## config.mk

```make
export PLATFORM = sky130hd
export DESIGN_NAME = serial_frame_rx_flat
export DESIGN_NICKNAME = d
export VERILOG_FILES = /design/src/rtl/serial_frame_rx_if.sv /design/src/rtl/serial_frame_rx.sv /design/src/flat_wrapper.sv
export SDC_FILE = /design/constraint.sdc
export NUM_CORES = 1
export LEC_CHECK = 0
export CAP_MARGIN = 20
export CORE_MARGIN = 3
export CORE_UTILIZATION = 53
export DETAILED_ROUTE_END_ITERATION = 10
export PLACE_DENSITY = 0.8
export SLEW_MARGIN = 5
export SYNTH_ARGS = -nofsm -noshare
export SYNTH_HDL_FRONTEND = slang
export SYNTH_SLANG_ARGS = --single-unit
```

## constraint.sdc

```tcl
create_clock -name clock -period 4.35 [get_ports clock]
set_clock_uncertainty 0.05 [all_clocks]
set_input_delay 0.6525 -clock clock [delete_from_list [all_inputs] [get_ports clock]]
set_output_delay 0.6525 -clock clock [all_outputs]
set_load 0.01 [all_outputs]
```

## src/rtl/serial_frame_rx_if.sv

```systemverilog
`default_nettype none
// ============================================================================
// Module   : serial_frame_rx_if
// Purpose  : Bundles the serial-line inputs, the word valid/ready handshake
//            and the status/error flags of serial_frame_rx into one port.
//
// Signals  :
//   enable      bit strobe; serialin is sampled only when enable=1
//   leftright   bit order (0 = MSB first, 1 = LSB first), latched on start
//   serialin    serial line, idles high
//   pdataout    received word, stable while dvalid=1
//   dvalid      word available
//   dready      consumer accepts the word when dvalid & dready
//   busy        receiver is inside a frame (state != IDLE)
//   frame_err   one-cycle pulse: stop bit sampled 0
//   parity_err  one-cycle pulse: even-parity mismatch
//   overrun     one-cycle pulse: completed word dropped, dvalid still held
//
// Modports :
//   master  the receiver itself (drives word and status)
//   slave   the line driver / consumer side
//
// Revision : 1.0  initial release
// ============================================================================
interface serial_frame_rx_if #(
    parameter int WIDTH = 4
);
    logic             enable;
    logic             leftright;
    logic             serialin;
    logic [WIDTH-1:0] pdataout;
    logic             dvalid;
    logic             dready;
    logic             busy;
    logic             frame_err;
    logic             parity_err;
    logic             overrun;

    modport master (
        input  enable,
        input  leftright,
        input  serialin,
        input  dready,
        output pdataout,
        output dvalid,
        output busy,
        output frame_err,
        output parity_err,
        output overrun
    );

    modport slave (
        output enable,
        output leftright,
        output serialin,
        output dready,
        input  pdataout,
        input  dvalid,
        input  busy,
        input  frame_err,
        input  parity_err,
        input  overrun
    );
endinterface
`default_nettype wire

```

## src/rtl/serial_frame_rx.sv

```systemverilog
`default_nettype none
// ============================================================================
// Module   : serial_frame_rx
// Purpose  : Serial-to-parallel frame receiver. Samples one line bit per
//            enable strobe and recognises frames of the form
//              start(0), WIDTH data bits, [even parity], stop(1).
//            Completed words are offered on a valid/ready handshake; framing,
//            parity and overrun conditions are flagged with one-cycle pulses.
//
// Ports    :
//   clock   system clock, rising edge
//   reset   asynchronous, active-high; clears all state and outputs
//   rx      serial_frame_rx_if.master (line, handshake and status signals)
//
// Parameter:
//   WIDTH   data bits per frame, 2..32 (must match the interface WIDTH)
//
// Build option:
//   SERIAL_FRAME_RX_PARITY_EN  when defined, a parity bit follows the data
//                              bits and even parity is checked; otherwise
//                              the frame is WIDTH+2 strobes and parity_err
//                              is tied low.
//
// Revision : 1.0  initial release
// ============================================================================
module serial_frame_rx #(
    parameter int WIDTH = 4
) (
    input  logic              clock,
    input  logic              reset,
    serial_frame_rx_if.master rx
);

    // Counter holds 0..WIDTH, so it never wraps inside a frame.
    localparam int                 c_cnt_w    = $clog2(WIDTH + 1);
    localparam logic [c_cnt_w-1:0] c_cnt_last = c_cnt_w'(WIDTH - 1);
    localparam logic [c_cnt_w-1:0] c_cnt_one  = c_cnt_w'(1);

    typedef enum logic [2:0] {
        c_idle    = 3'd0,
        c_data    = 3'd1,
`ifdef SERIAL_FRAME_RX_PARITY_EN
        c_parity  = 3'd2,
`endif
        c_stop    = 3'd3,
        c_recover = 3'd4
    } state_t;

    // ------------------------------------------------------------------
    // Registered state
    // ------------------------------------------------------------------
    state_t             r_state;
    logic [c_cnt_w-1:0] r_cnt;
    logic [WIDTH-1:0]   r_shift;
    logic               r_lsb_first;
    logic [WIDTH-1:0]   r_pdataout;
    logic               r_dvalid;
    logic               r_busy;
    logic               r_frame_err;
    logic               r_overrun;
`ifdef SERIAL_FRAME_RX_PARITY_EN
    logic               r_par;
    logic               r_parity_err;
`endif

    // ------------------------------------------------------------------
    // Next-state values
    // ------------------------------------------------------------------
    state_t             w_state_nxt;
    logic [c_cnt_w-1:0] w_cnt_nxt;
    logic [WIDTH-1:0]   w_shift_nxt;
    logic               w_lsb_first_nxt;
    logic [WIDTH-1:0]   w_pdataout_nxt;
    logic               w_dvalid_nxt;
    logic               w_busy_nxt;
    logic               w_frame_err_nxt;
    logic               w_overrun_nxt;
    logic               w_word_done;
    logic [WIDTH-1:0]   w_shift_in;
`ifdef SERIAL_FRAME_RX_PARITY_EN
    logic               w_par_nxt;
    logic               w_parity_err_nxt;
    logic               w_parity_ok;
`endif

    // Shift register with the current line bit inserted. MSB-first frames
    // enter at bit 0 and move up; LSB-first frames enter at the top and move
    // down, so the first bit received ends up at bit 0.
    assign w_shift_in = r_lsb_first ? {rx.serialin, r_shift[WIDTH-1:1]}
                                    : {r_shift[WIDTH-2:0], rx.serialin};

`ifdef SERIAL_FRAME_RX_PARITY_EN
    // Even parity: data bits plus parity bit must XOR to zero.
    assign w_parity_ok = ~((^r_shift) ^ r_par);
`endif

    // ------------------------------------------------------------------
    // Next-state and output logic
    // ------------------------------------------------------------------
    always_comb begin
        w_state_nxt      = r_state;
        w_cnt_nxt        = r_cnt;
        w_shift_nxt      = r_shift;
        w_lsb_first_nxt  = r_lsb_first;
        w_frame_err_nxt  = 1'b0;
        w_word_done      = 1'b0;
`ifdef SERIAL_FRAME_RX_PARITY_EN
        w_par_nxt        = r_par;
        w_parity_err_nxt = 1'b0;
`endif

        // Everything in the frame FSM advances on strobes only.
        case (r_state)
            c_idle: begin
                if (rx.enable && !rx.serialin) begin
                    // Bit order is frozen for the whole frame here.
                    w_lsb_first_nxt = rx.leftright;
                    w_cnt_nxt       = '0;
                    w_state_nxt     = c_data;
                end
            end

            c_data: begin
                if (rx.enable) begin
                    w_shift_nxt = w_shift_in;
                    w_cnt_nxt   = r_cnt + c_cnt_one;
                    if (r_cnt == c_cnt_last) begin
`ifdef SERIAL_FRAME_RX_PARITY_EN
                        w_state_nxt = c_parity;
`else
                        w_state_nxt = c_stop;
`endif
                    end
                end
            end

`ifdef SERIAL_FRAME_RX_PARITY_EN
            c_parity: begin
                if (rx.enable) begin
                    w_par_nxt   = rx.serialin;
                    w_state_nxt = c_stop;
                end
            end
`endif

            c_stop: begin
                if (rx.enable) begin
                    if (!rx.serialin) begin
                        w_frame_err_nxt = 1'b1;
                        w_state_nxt     = c_recover;
`ifdef SERIAL_FRAME_RX_PARITY_EN
                    end else if (!w_parity_ok) begin
                        w_parity_err_nxt = 1'b1;
                        w_state_nxt      = c_idle;
`endif
                    end else begin
                        w_word_done = 1'b1;
                        w_state_nxt = c_idle;
                    end
                end
            end

            c_recover: begin
                // A line stuck low after a bad stop bit must not look like a
                // stream of start bits; wait until it is seen high again.
                if (rx.enable && rx.serialin) begin
                    w_state_nxt = c_idle;
                end
            end

            default: begin
                w_state_nxt = c_idle;
            end
        endcase

        // Word handshake runs every cycle, independent of the strobe.
        w_pdataout_nxt = r_pdataout;
        w_dvalid_nxt   = r_dvalid;
        w_overrun_nxt  = 1'b0;
        if (w_word_done) begin
            if (!r_dvalid || rx.dready) begin
                // Either the slot is empty or it is being emptied this cycle.
                w_pdataout_nxt = r_shift;
                w_dvalid_nxt   = 1'b1;
            end else begin
                // Keep the unread word; the new one is lost.
                w_overrun_nxt = 1'b1;
            end
        end else if (r_dvalid && rx.dready) begin
            w_dvalid_nxt = 1'b0;
        end

        // busy is registered from the next state so it tracks the FSM with
        // no combinational path to the output.
        w_busy_nxt = (w_state_nxt != c_idle);
    end

    // ------------------------------------------------------------------
    // State register
    // ------------------------------------------------------------------
    always_ff @(posedge clock or posedge reset) begin
        if (reset) begin
            r_state      <= c_idle;
            r_cnt        <= '0;
            r_shift      <= '0;
            r_lsb_first  <= 1'b0;
            r_pdataout   <= '0;
            r_dvalid     <= 1'b0;
            r_busy       <= 1'b0;
            r_frame_err  <= 1'b0;
            r_overrun    <= 1'b0;
`ifdef SERIAL_FRAME_RX_PARITY_EN
            r_par        <= 1'b0;
            r_parity_err <= 1'b0;
`endif
        end else begin
            r_state      <= w_state_nxt;
            r_cnt        <= w_cnt_nxt;
            r_shift      <= w_shift_nxt;
            r_lsb_first  <= w_lsb_first_nxt;
            r_pdataout   <= w_pdataout_nxt;
            r_dvalid     <= w_dvalid_nxt;
            r_busy       <= w_busy_nxt;
            r_frame_err  <= w_frame_err_nxt;
            r_overrun    <= w_overrun_nxt;
`ifdef SERIAL_FRAME_RX_PARITY_EN
            r_par        <= w_par_nxt;
            r_parity_err <= w_parity_err_nxt;
`endif
        end
    end

    // ------------------------------------------------------------------
    // Outputs
    // ------------------------------------------------------------------
    assign rx.pdataout  = r_pdataout;
    assign rx.dvalid    = r_dvalid;
    assign rx.busy      = r_busy;
    assign rx.frame_err = r_frame_err;
    assign rx.overrun   = r_overrun;
`ifdef SERIAL_FRAME_RX_PARITY_EN
    assign rx.parity_err = r_parity_err;
`else
    assign rx.parity_err = 1'b0;
`endif

endmodule
`default_nettype wire

```

## src/flat_wrapper.sv

```systemverilog
// flat-port wrapper written by rule: the top's interface ports become plain ports
module serial_frame_rx_flat 
#(
    parameter int WIDTH = 4
)
  (clock, reset, rx_enable, rx_leftright, rx_serialin, rx_dready, rx_pdataout, rx_dvalid, rx_busy, rx_frame_err, rx_parity_err, rx_overrun);
  serial_frame_rx_if #(.WIDTH(WIDTH)) rx_i ();
  input  logic clock;
  input  logic reset;
  input wire logic [$bits(rx_i.enable)-1:0] rx_enable;
  input wire logic [$bits(rx_i.leftright)-1:0] rx_leftright;
  input wire logic [$bits(rx_i.serialin)-1:0] rx_serialin;
  input wire logic [$bits(rx_i.dready)-1:0] rx_dready;
  output wire logic [$bits(rx_i.pdataout)-1:0] rx_pdataout;
  output wire logic [$bits(rx_i.dvalid)-1:0] rx_dvalid;
  output wire logic [$bits(rx_i.busy)-1:0] rx_busy;
  output wire logic [$bits(rx_i.frame_err)-1:0] rx_frame_err;
  output wire logic [$bits(rx_i.parity_err)-1:0] rx_parity_err;
  output wire logic [$bits(rx_i.overrun)-1:0] rx_overrun;
  assign rx_i.enable = rx_enable;
  assign rx_i.leftright = rx_leftright;
  assign rx_i.serialin = rx_serialin;
  assign rx_i.dready = rx_dready;
  assign rx_pdataout = rx_i.pdataout;
  assign rx_dvalid = rx_i.dvalid;
  assign rx_busy = rx_i.busy;
  assign rx_frame_err = rx_i.frame_err;
  assign rx_parity_err = rx_i.parity_err;
  assign rx_overrun = rx_i.overrun;
  serial_frame_rx #(.WIDTH(WIDTH)) u_core (.clock(clock), .reset(reset), .rx(rx_i));
endmodule
```

==> results of run 1 <==
## state kept, by name (all words and copies together) (netlist names)
name                 cells
u_core.r_shift           4
u_core.r_lsb_first       1
u_core.rx.frame_err      1
u_core.rx.dvalid         1
u_core.rx.overrun        1
u_core.r_state           3
u_core.rx.pdataout       4
u_core.r_cnt             3
u_core.rx.busy           1
## power by group
group	switching [uW]	total, uW	internal (uW)
clock network	53.9	88.2	34.3
logic	90.9	229	138
registers	61.3	304	243
## final timing paths
path,endpoint,from,slack (ps),cells after the start
min in group asynchronous,u_core.rx.dvalid,reset,700,2
worst max-delay path,rx_pdataout[0],u_core.rx.pdataout[0],2450,1
worst min register to register,u_core.r_cnt[2],u_core.r_cnt[2],460,1
worst min-delay path,u_core.r_cnt[2],u_core.r_cnt[2],460,1
max in group asynchronous,u_core.r_cnt[2],reset,3110,2
worst max register to register,u_core.rx.pdataout[2],u_core.r_state[2],2860,3
## per-stage QoR
stage | util, % | worst slack (ps)
global route | 72.06 | 2367
CTS | 72.06 | 2419
detailed placement | 70.11 | 2153
global placement | 70.11 | 2173
floorplan | - | 2814
finish | 72.06 | 2446
## cell type report
type                    instances  area [um2]
flip-flops and latches         19       475.5
clock inverters                 1       5.005
clock buffers                   3       22.52
multi-input cells              45       352.8
well taps                      15       18.77
repair buffers                 13       130.1
inverters                       4       15.01
fillers                       106       395.4
## routing by layer
layer / track usage (%) / vias to the layer above / part of all wire (%)
met5: 0 / - / 0
met4: 11.93 / 0 / 2.1
met3: 2.734 / 4 / 5.0
met2: 25.00 / 16 / 49
met1: 21.70 / 273 / 44
li1: - / 269 / -
## cells in the final DEF, fill, tap and decap left out
master	count
clkbuf_4	3
inv_1	4
dfrtp_1	19
ha_1	2
conb_1	1
clkdlybuf4s50_1	13
a22o_1	2
clkinv_2	1
mux2_2	6
or3b_2	1
and2b_2	1
nor2_1	8
nand2_1	2
nand2b_1	3
mux2i_1	5
a221oi_1	1
nand3_1	2
or2_2	1
nor3b_1	1
nor4_1	1
nor3b_4	1
nand3b_4	1
and4bb_2	1
o21ai_0	1
a21oi_1	4
## cell families after synthesis
family | Yosys count
mux | 11
other cells | 1
flops | 19
compound gates | 8
buf+inv | 7
fa+ha+maj | 2
simple gates | 23
==> results.py, run 1 <==
metrics = {
    "status": {
        "outcome": "finished, final reports clean",
    },
    "final_layout": {
        "final_area_um2": 1020,
        "diodes": 0,
        "final_cells": 100,
        "syn2layout_area_growth_pct": 18.63,
        "drive_gt1_share_pct": 18.82,
        "finalNetCount": 94,
    },
    "die": {
        "die_area_um2": 2141,
        "row_count": 13,
        "io_pins": 15,
        "die_w_um": 46.27,
        "coreArea_um2": 1415,
        "start_util_pct": 60.74,
        "die_h_um": 46.27,
    },
    "logic_synthesis": {
        "synth_fa_ha_area_share_pct": 2.911,
        "synth.area.top_cells": "dfrtp_1 55%, mux2_2 7.9%, mux2i_1 5.8%",
        "synth-edff-count": 0,
        "synth_top_cell_area_share_pct": 55.31,
        "synth_flop_cell": "dfrtp_1",
        "syn_inst": 71,
        "yosys.area_share.simple_pct": 18.05,
        "syn_area_per_cell_um2": 12.11,
        "synth-xor-area-share_pct": 0,
        "ys_seq_elements": 19,
        "yosysTopAreaCell": "dfrtp_1",
        "syn-cell-area_um2": 859.6,
        "synth_cell_types": 25,
        "synthArstFlopShare_pct": 100.0,
        "synth.net_count": 79,
        "ys_seq_area_share_pct": 55.31,
        "yosys_warnings": 0,
        "synth-compound-area-share_pct": 5.968,
        "synth_top_family_by_area": "simple AND/OR/NAND/NOR gates",
        "yosysMostFrequentCell": "dfrtp_1",
        "ys_top_cells_by_count": "19 x dfrtp_1, 8 x nor2_1, 6 x mux2_2",
        "synthMuxAreaShare_pct": 13.68,
    },
    "clocking": {
        "cts_sinks": 19,
        "clock_latency_ps": 300,
        "path_clk_slew_ps": 110,
        "clock_path_buffers": 2,
        "cts_tree": "done",
        "cts_made_buffers": 3,
        "cts_hold_buf": 0,
        "post_cts_buffers": 0,
        "cts_resized": 0,
        "htreeDepth": 1,
        "cts-root-buf": "clkbuf_4",
    },
    "critical_path": {
        "critPathTopFamily": "buffers and inverters",
        "crit_buf_inv": 1,
        "endpoint_kind": "output pin",
        "critPathKind": "reg -> out",
        "critPathRequiredTime_ps": 3650,
        "arrival_ps": 1200,
        "crit_path_top_delay_cell": "clkdlybuf4s50_1",
        "crit_path_max_incr_delay_ps": 540,
        "cp_max_fo": 2,
        "crit_chain": "clkdlybuf4s50_1",
        "cp-start-kind": "register",
    },
    "place": {
        "io_buffers": 13,
        "place_area_um2": 992.2,
        "place_hpwl_um": 1035,
        "gp_congestion": 0.7412,
        "dp.cells": 96,
    },
    "timing": {
        "whs_ps": 458.2,
        "report.final.hold_viol_count": 0,
        "final.min_clock_period_ps": 1904,
        "drv_slew": 0,
        "setup_tns_ps": 0,
        "setup_viol": 0,
        "fin_crit_sh_pct": 43.77,
        "rsz0062_at_grt": "false",
        "relSlewSlack_pct": 53.73,
        "tightest_slew_ps": 693.3,
        "max_freq_ghz": 0.5252,
    },
    "grt": {
        "antenna_found_initial": 0,
        "grt-ovfl-total": 0,
        "grt.total_usage_pct": 16.72,
        "grt_first_pass_wirelength_um": 2428,
        "grt_max_degree": 20,
        "grt_pass1_vias": 554,
    },
    "power": {
        "power_density_nw_per_um2": 609.2,
        "p_total_uw": 621.2,
        "ir_worst_vdd_mv": 0.3517,
        "p_leak_uw": 0.0004637,
    },
    "min_path": {
        "min_path_type": "reg -> reg",
    },
    "drt": {
        "first_pass_iters": 4,
        "ant_nets": 0,
        "drt_iter0_markers": 7,
        "drc_errors": 0,
        "finalWirelength_um": 1407,
        "routedWlPerCell_um": 14.07,
        "viasPerCell": 5.620,
        "vias": 562,
    },
    "job": {
        "max_cap_viol_count": 0,
    },
}
(Power assumes the default switching activity.)
==> run 2, diff against run 1 <==
CORE_UTILIZATION = 50   (was 53)
PLACE_DENSITY = 0.76   (was 0.8)
clock period = 1.9 ns   (was 4.35 ns; I/O delays follow)
==> results.py, run 2 (synthesized netlist as in run 1, its figures left out) <==
metrics = {
    "status": {
        "outcome": "finished, final reports clean",
    },
    "die": {
        "die_area_um2": 2252,
        "die_w_um": 47.46,
        "coreArea_um2": 1559,
        "io_pins": 15,
        "die_h_um": 47.46,
        "row_count": 14,
        "start_util_pct": 55.14,
    },
    "place": {
        "io_buffers": 13,
        "dp.cells": 99,
        "gp_congestion": 0.6775,
        "place_hpwl_um": 1046,
    },
    "final_layout": {
        "diodes": 0,
        "syn2layout_area_growth_pct": 20.52,
        "n_fill_cell": 125,
        "finalNetCount": 96,
        "layout_common_cells": "19 x dfrtp_1, 13 x clkdlybuf4s50_1, 8 x nor2_1",
        "drive_gt1_share_pct": 20.69,
        "final_cells": 103,
        "final_common_cell": "dfrtp_1",
    },
    "grt": {
        "grt-ovfl-total": 0,
        "grt_first_pass_wirelength_um": 2118,
        "grt.total_usage_pct": 13.92,
        "grt_pass1_vias": 494,
        "antenna_found_initial": 0,
        "grt_max_degree": 20,
    },
    "timing": {
        "setup_tns_ps": 0,
        "max_freq_ghz": 0.6427,
        "fin_crit_sh_pct": 81.89,
        "report.final.hold_viol_count": 0,
        "drv_slew": 0,
        "final.min_clock_period_ps": 1556,
        "rsz0062_at_grt": "false",
        "setup_viol": 0,
    },
    "clocking": {
        "cts_tree": "done",
        "cts_sinks": 19,
        "post_cts_buffers": 0,
        "path_clk_slew_ps": 110,
        "cts_hold_buf": 0,
        "htreeDepth": 1,
        "cts-root-buf": "clkbuf_4",
        "cts_resized": 0,
        "cts_made_buffers": 3,
        "clock_latency_ps": 300,
        "clock_path_buffers": 2,
    },
    "critical_path": {
        "crit_path_top_delay_cell": "clkdlybuf4s50_1",
        "critPathKind": "reg -> out",
        "crit_buf_inv": 1,
        "crit_chain": "clkdlybuf4s50_1",
        "reg2reg_from": "u_core.r_state[2]",
        "arrival_ps": 1220,
        "critPathTopFamily": "buffers and inverters",
        "crit_start": "u_core.rx.pdataout[3]",
        "cp-start-kind": "register",
        "critPathRequiredTime_ps": 1560,
        "r2r_cells": 3,
        "cp_max_fo": 2,
        "endpoint_kind": "output pin",
        "crit_cells": 1,
        "crit_path_max_incr_delay_ps": 550,
    },
    "drt": {
        "ant_nets": 0,
        "routedWlPerCell_um": 13.54,
        "first_pass_iters": 5,
        "drc_errors": 0,
        "viasPerCell": 5.544,
        "drt_iter0_markers": 9,
        "finalWirelength_um": 1395,
        "vias": 571,
    },
    "job": {
        "max_cap_viol_count": 0,
    },
    "power": {
        "ir_worst_vdd_mv": 0.7610,
        "power_density_nw_per_um2": 1381,
        "p_leak_uw": 0.0004733,
    },
    "min_path": {
        "min_path_type": "in -> async",
    },
}
[run 2: cell count changes in the layout (fill, tap and decap cells not counted)]
cell   change
buf_4      +2
[run 2: layer usage]
metal  GRT usage [%]  vias to the layer above  wire length (um)
met4           8.287                        0                27
met3           2.256                        4                45
met2           21.12                       11               696
li1                -                      273                 -
met1           18.66                      283               625
met5               0                        -                 0
[run 2: through the flow]
step	area (um2)	power [uW]	hold WS, ps	worst slack, ps	utilization [%]
after floorplan	859.6	1041	186.1	526.3	-
after global placement	1008	1214	437.0	83.94	64.69
after detailed placement	1008	1239	447.4	34.27	64.69
after CTS	1036	1445	243.2	319.5	66.45
after global routing	1036	1530	264.1	310.3	66.45
final	1036	1431	242.0	344.2	66.45
[run 2: area by class of cell]
cell class	count	area, um2	share of cell area [%]
Clock buffer	3	22.52	2.174
Clock inverter	1	5.005	0.4831
Timing Repair Buffer	15	145.1	14.01
Tap cell	16	20.02	1.932
Inverter	4	15.01	1.449
Multi-Input combinational cell	45	352.8	34.06
Sequential cell	19	475.5	45.89
[run 2: worst paths after layout]
path	end	slack, ps
setup / recovery	rx_pdataout[3]	340
hold / removal	u_core.rx.pdataout[3]	240
setup reg to reg	u_core.rx.pdataout[0]	370
hold reg to reg	u_core.rx.pdataout[1]	470
max in group asynchronous	u_core.r_cnt[1]	1360
min in group clock	u_core.rx.pdataout[1]	470
[run 2: power by group]
group          switching (uW)  internal (uW)
registers                 139            557
clock network             127           78.5
logic                     211            319
total                     477            954
==> run 3, diff against run 2 <==
clock period = 1.5 ns   (was 1.9 ns; I/O delays follow)
==> results.py, run 3 (synthesized netlist as in run 1, its figures left out) <==
metrics = {
    "status": {
        "outcome": "finished, final reports clean",
    },
    "critical_path": {
        "cp_max_fo": 1,
        "critPathTopFamily": "buffers and inverters",
        "crit_path_max_incr_delay_ps": 530,
        "critPathRequiredTime_ps": 1220,
        "arrival_ps": 1160,
        "critPathKind": "reg -> out",
        "endpoint_kind": "output pin",
        "cp-start-kind": "register",
        "reg2reg_from": "u_core.r_state[2]",
        "crit_chain": "clkdlybuf4s50_1",
        "crit_buf_inv": 1,
        "reg2reg_to": "u_core.rx.pdataout[0]",
        "r2r_setup_slack_ps": 80,
        "crit_path_top_delay_cell": "clkdlybuf4s50_1",
        "r2r_cells": 3,
    },
    "place": {
        "place_ws_ps": -256.3,
        "gp_congestion": 0.7097,
        "place_hpwl_um": 1139,
        "io_buffers": 13,
        "place_area_um2": 1031,
    },
    "final_layout": {
        "final_area_um2": 1071,
        "syn2layout_area_growth_pct": 24.60,
        "drive_gt1_share_pct": 25.56,
        "final_common_cell": "dfrtp_1",
        "diodes": 0,
        "finalNetCount": 99,
        "layout_common_cells": "17 x dfrtp_1, 8 x nor2_1, 8 x clkdlybuf4s50_1",
    },
    "clocking": {
        "cts-root-buf": "clkbuf_4",
        "clock_latency_ps": 300,
        "path_clk_slew_ps": 100,
        "clock_path_buffers": 2,
        "cts_tree": "done",
        "cts_sinks": 19,
        "htreeDepth": 1,
        "cts_made_buffers": 3,
    },
    "power": {
        "pwr-share-clk_pct": 13.9,
        "combPwrFrac_pct": 37.6,
        "p_sw_uw": 606.8,
        "ir_worst_vdd_mv": 0.9226,
        "power_density_nw_per_um2": 1699,
        "p_seq_share_pct": 48.4,
        "p_int_uw": 1212,
        "netSwitchingFraction_pct": 33.35,
        "p_leak_uw": 0.0005398,
    },
    "drt": {
        "viasPerCell": 5.340,
        "vias": 566,
        "ant_nets": 0,
        "finalWirelength_um": 1496,
        "drc_errors": 0,
        "routedWlPerCell_um": 14.11,
        "first_pass_iters": 3,
        "drt_iter0_markers": 10,
    },
    "timing": {
        "drv_slew": 0,
        "fin_crit_sh_pct": 95.63,
        "setup_slack_ps": 65.52,
        "final.min_clock_period_ps": 1434,
        "report.final.hold_viol_count": 0,
        "rsz0062_at_grt": "false",
        "setup_viol": 0,
        "max_freq_ghz": 0.6971,
    },
    "grt": {
        "antenna_found_initial": 0,
        "grt_max_degree": 20,
        "grt.total_usage_pct": 16.35,
        "grt_first_pass_wirelength_um": 2449,
        "grt-ovfl-total": 0,
        "grt_pass1_vias": 562,
    },
    "die": {
        "die_w_um": 47.46,
        "die_h_um": 47.46,
        "row_count": 14,
        "io_pins": 15,
        "die_area_um2": 2252,
        "start_util_pct": 55.14,
        "coreArea_um2": 1559,
    },
    "min_path": {
        "min_path_type": "in -> async",
    },
    "job": {
        "max_cap_viol_count": 0,
    },
}
-- run 3: changes by cell type in the layout (fill, tap and decap cells not counted), moves of 2 or more --
cell / before / now
clkdlybuf4s50_1: 13 / 8
buf_4: 2 / 5
dfrtp_2: 0 / 2
dfrtp_1: 19 / 17
dlymetal6s2s_1: 0 / 4
-- run 3: worst max-delay path by stage --
stage	cells after the start	from	slack, ps	to
finish	1	u_core.rx.frame_err	70	rx_frame_err
global route	4	u_core.r_state[1]	4	u_core.r_shift[2]
CTS	1	u_core.rx.pdataout[1]	20	rx_pdataout[1]
detailed placement	4	rx_serialin	-260	u_core.rx.pdataout[0]
global placement	4	rx_serialin	-260	u_core.rx.pdataout[1]
floorplan	3	u_core.r_state[2]	130	u_core.rx.pdataout[0]
-- run 3: tightest hold or removal path: stages --
cell	delay, ps
clkdlybuf4s50_1	400
inv_1	50
buf_4	240
-- run 3: stage by stage --
stage / cells / TNS, ps / total power, uW / utilization, % / hold WS, ps
2_1_floorplan: 71 / 0 / 1318 / - / 126.1
3_3_place_gp: 102 / -1920 / 1559 / 66.13 / 434.7
3_5_place_dp: 102 / -2105 / 1599 / 66.13 / 438.9
4_1_cts: 106 / 0 / 1847 / 67.74 / 189.1
5_1_grt: 106 / 0 / 1949 / 68.70 / 187.4
6_report: 106 / 0 / 1819 / 68.70 / 182.0
-- run 3: layout make-up --
cell class	count	area [um2]
fill	118	488.0
tap	16	20.02
timing repair buffer	18	176.4
multi-input combinational	45	355.3
inverter	4	15.01
clock buffer	4	26.28
sequential	19	478.0
-- run 3: power by group through the flow --
stage / clock (uW) / sequential, uW / combinational [uW]
final: 254 / 881 / 685
after floorplan: 0 / 868 / 450
after CTS: 261 / 877 / 708
after global placement: 0 / 876 / 683
after global routing: 282 / 906 / 762
after detailed placement: 0 / 887 / 712
-- run 3: per-layer routing --
metal / wire length [um] / GRT usage [%] / share of wire (%)
met5: 0 / 0 / 0
met4: 31 / 9.945 / 2.1
met3: 63 / 4.511 / 4.2
met2: 764 / 27.01 / 51
met1: 636 / 18.71 / 43
-- run 3: what timing repair did --
item                                   CTS  global route
pin swaps                                0             1
resized for setup                        1             7
hold buffers                             0             0
setup buffers                            0             0
setup endpoints to repair                1            10
endpoints found under the hold margin    0             0
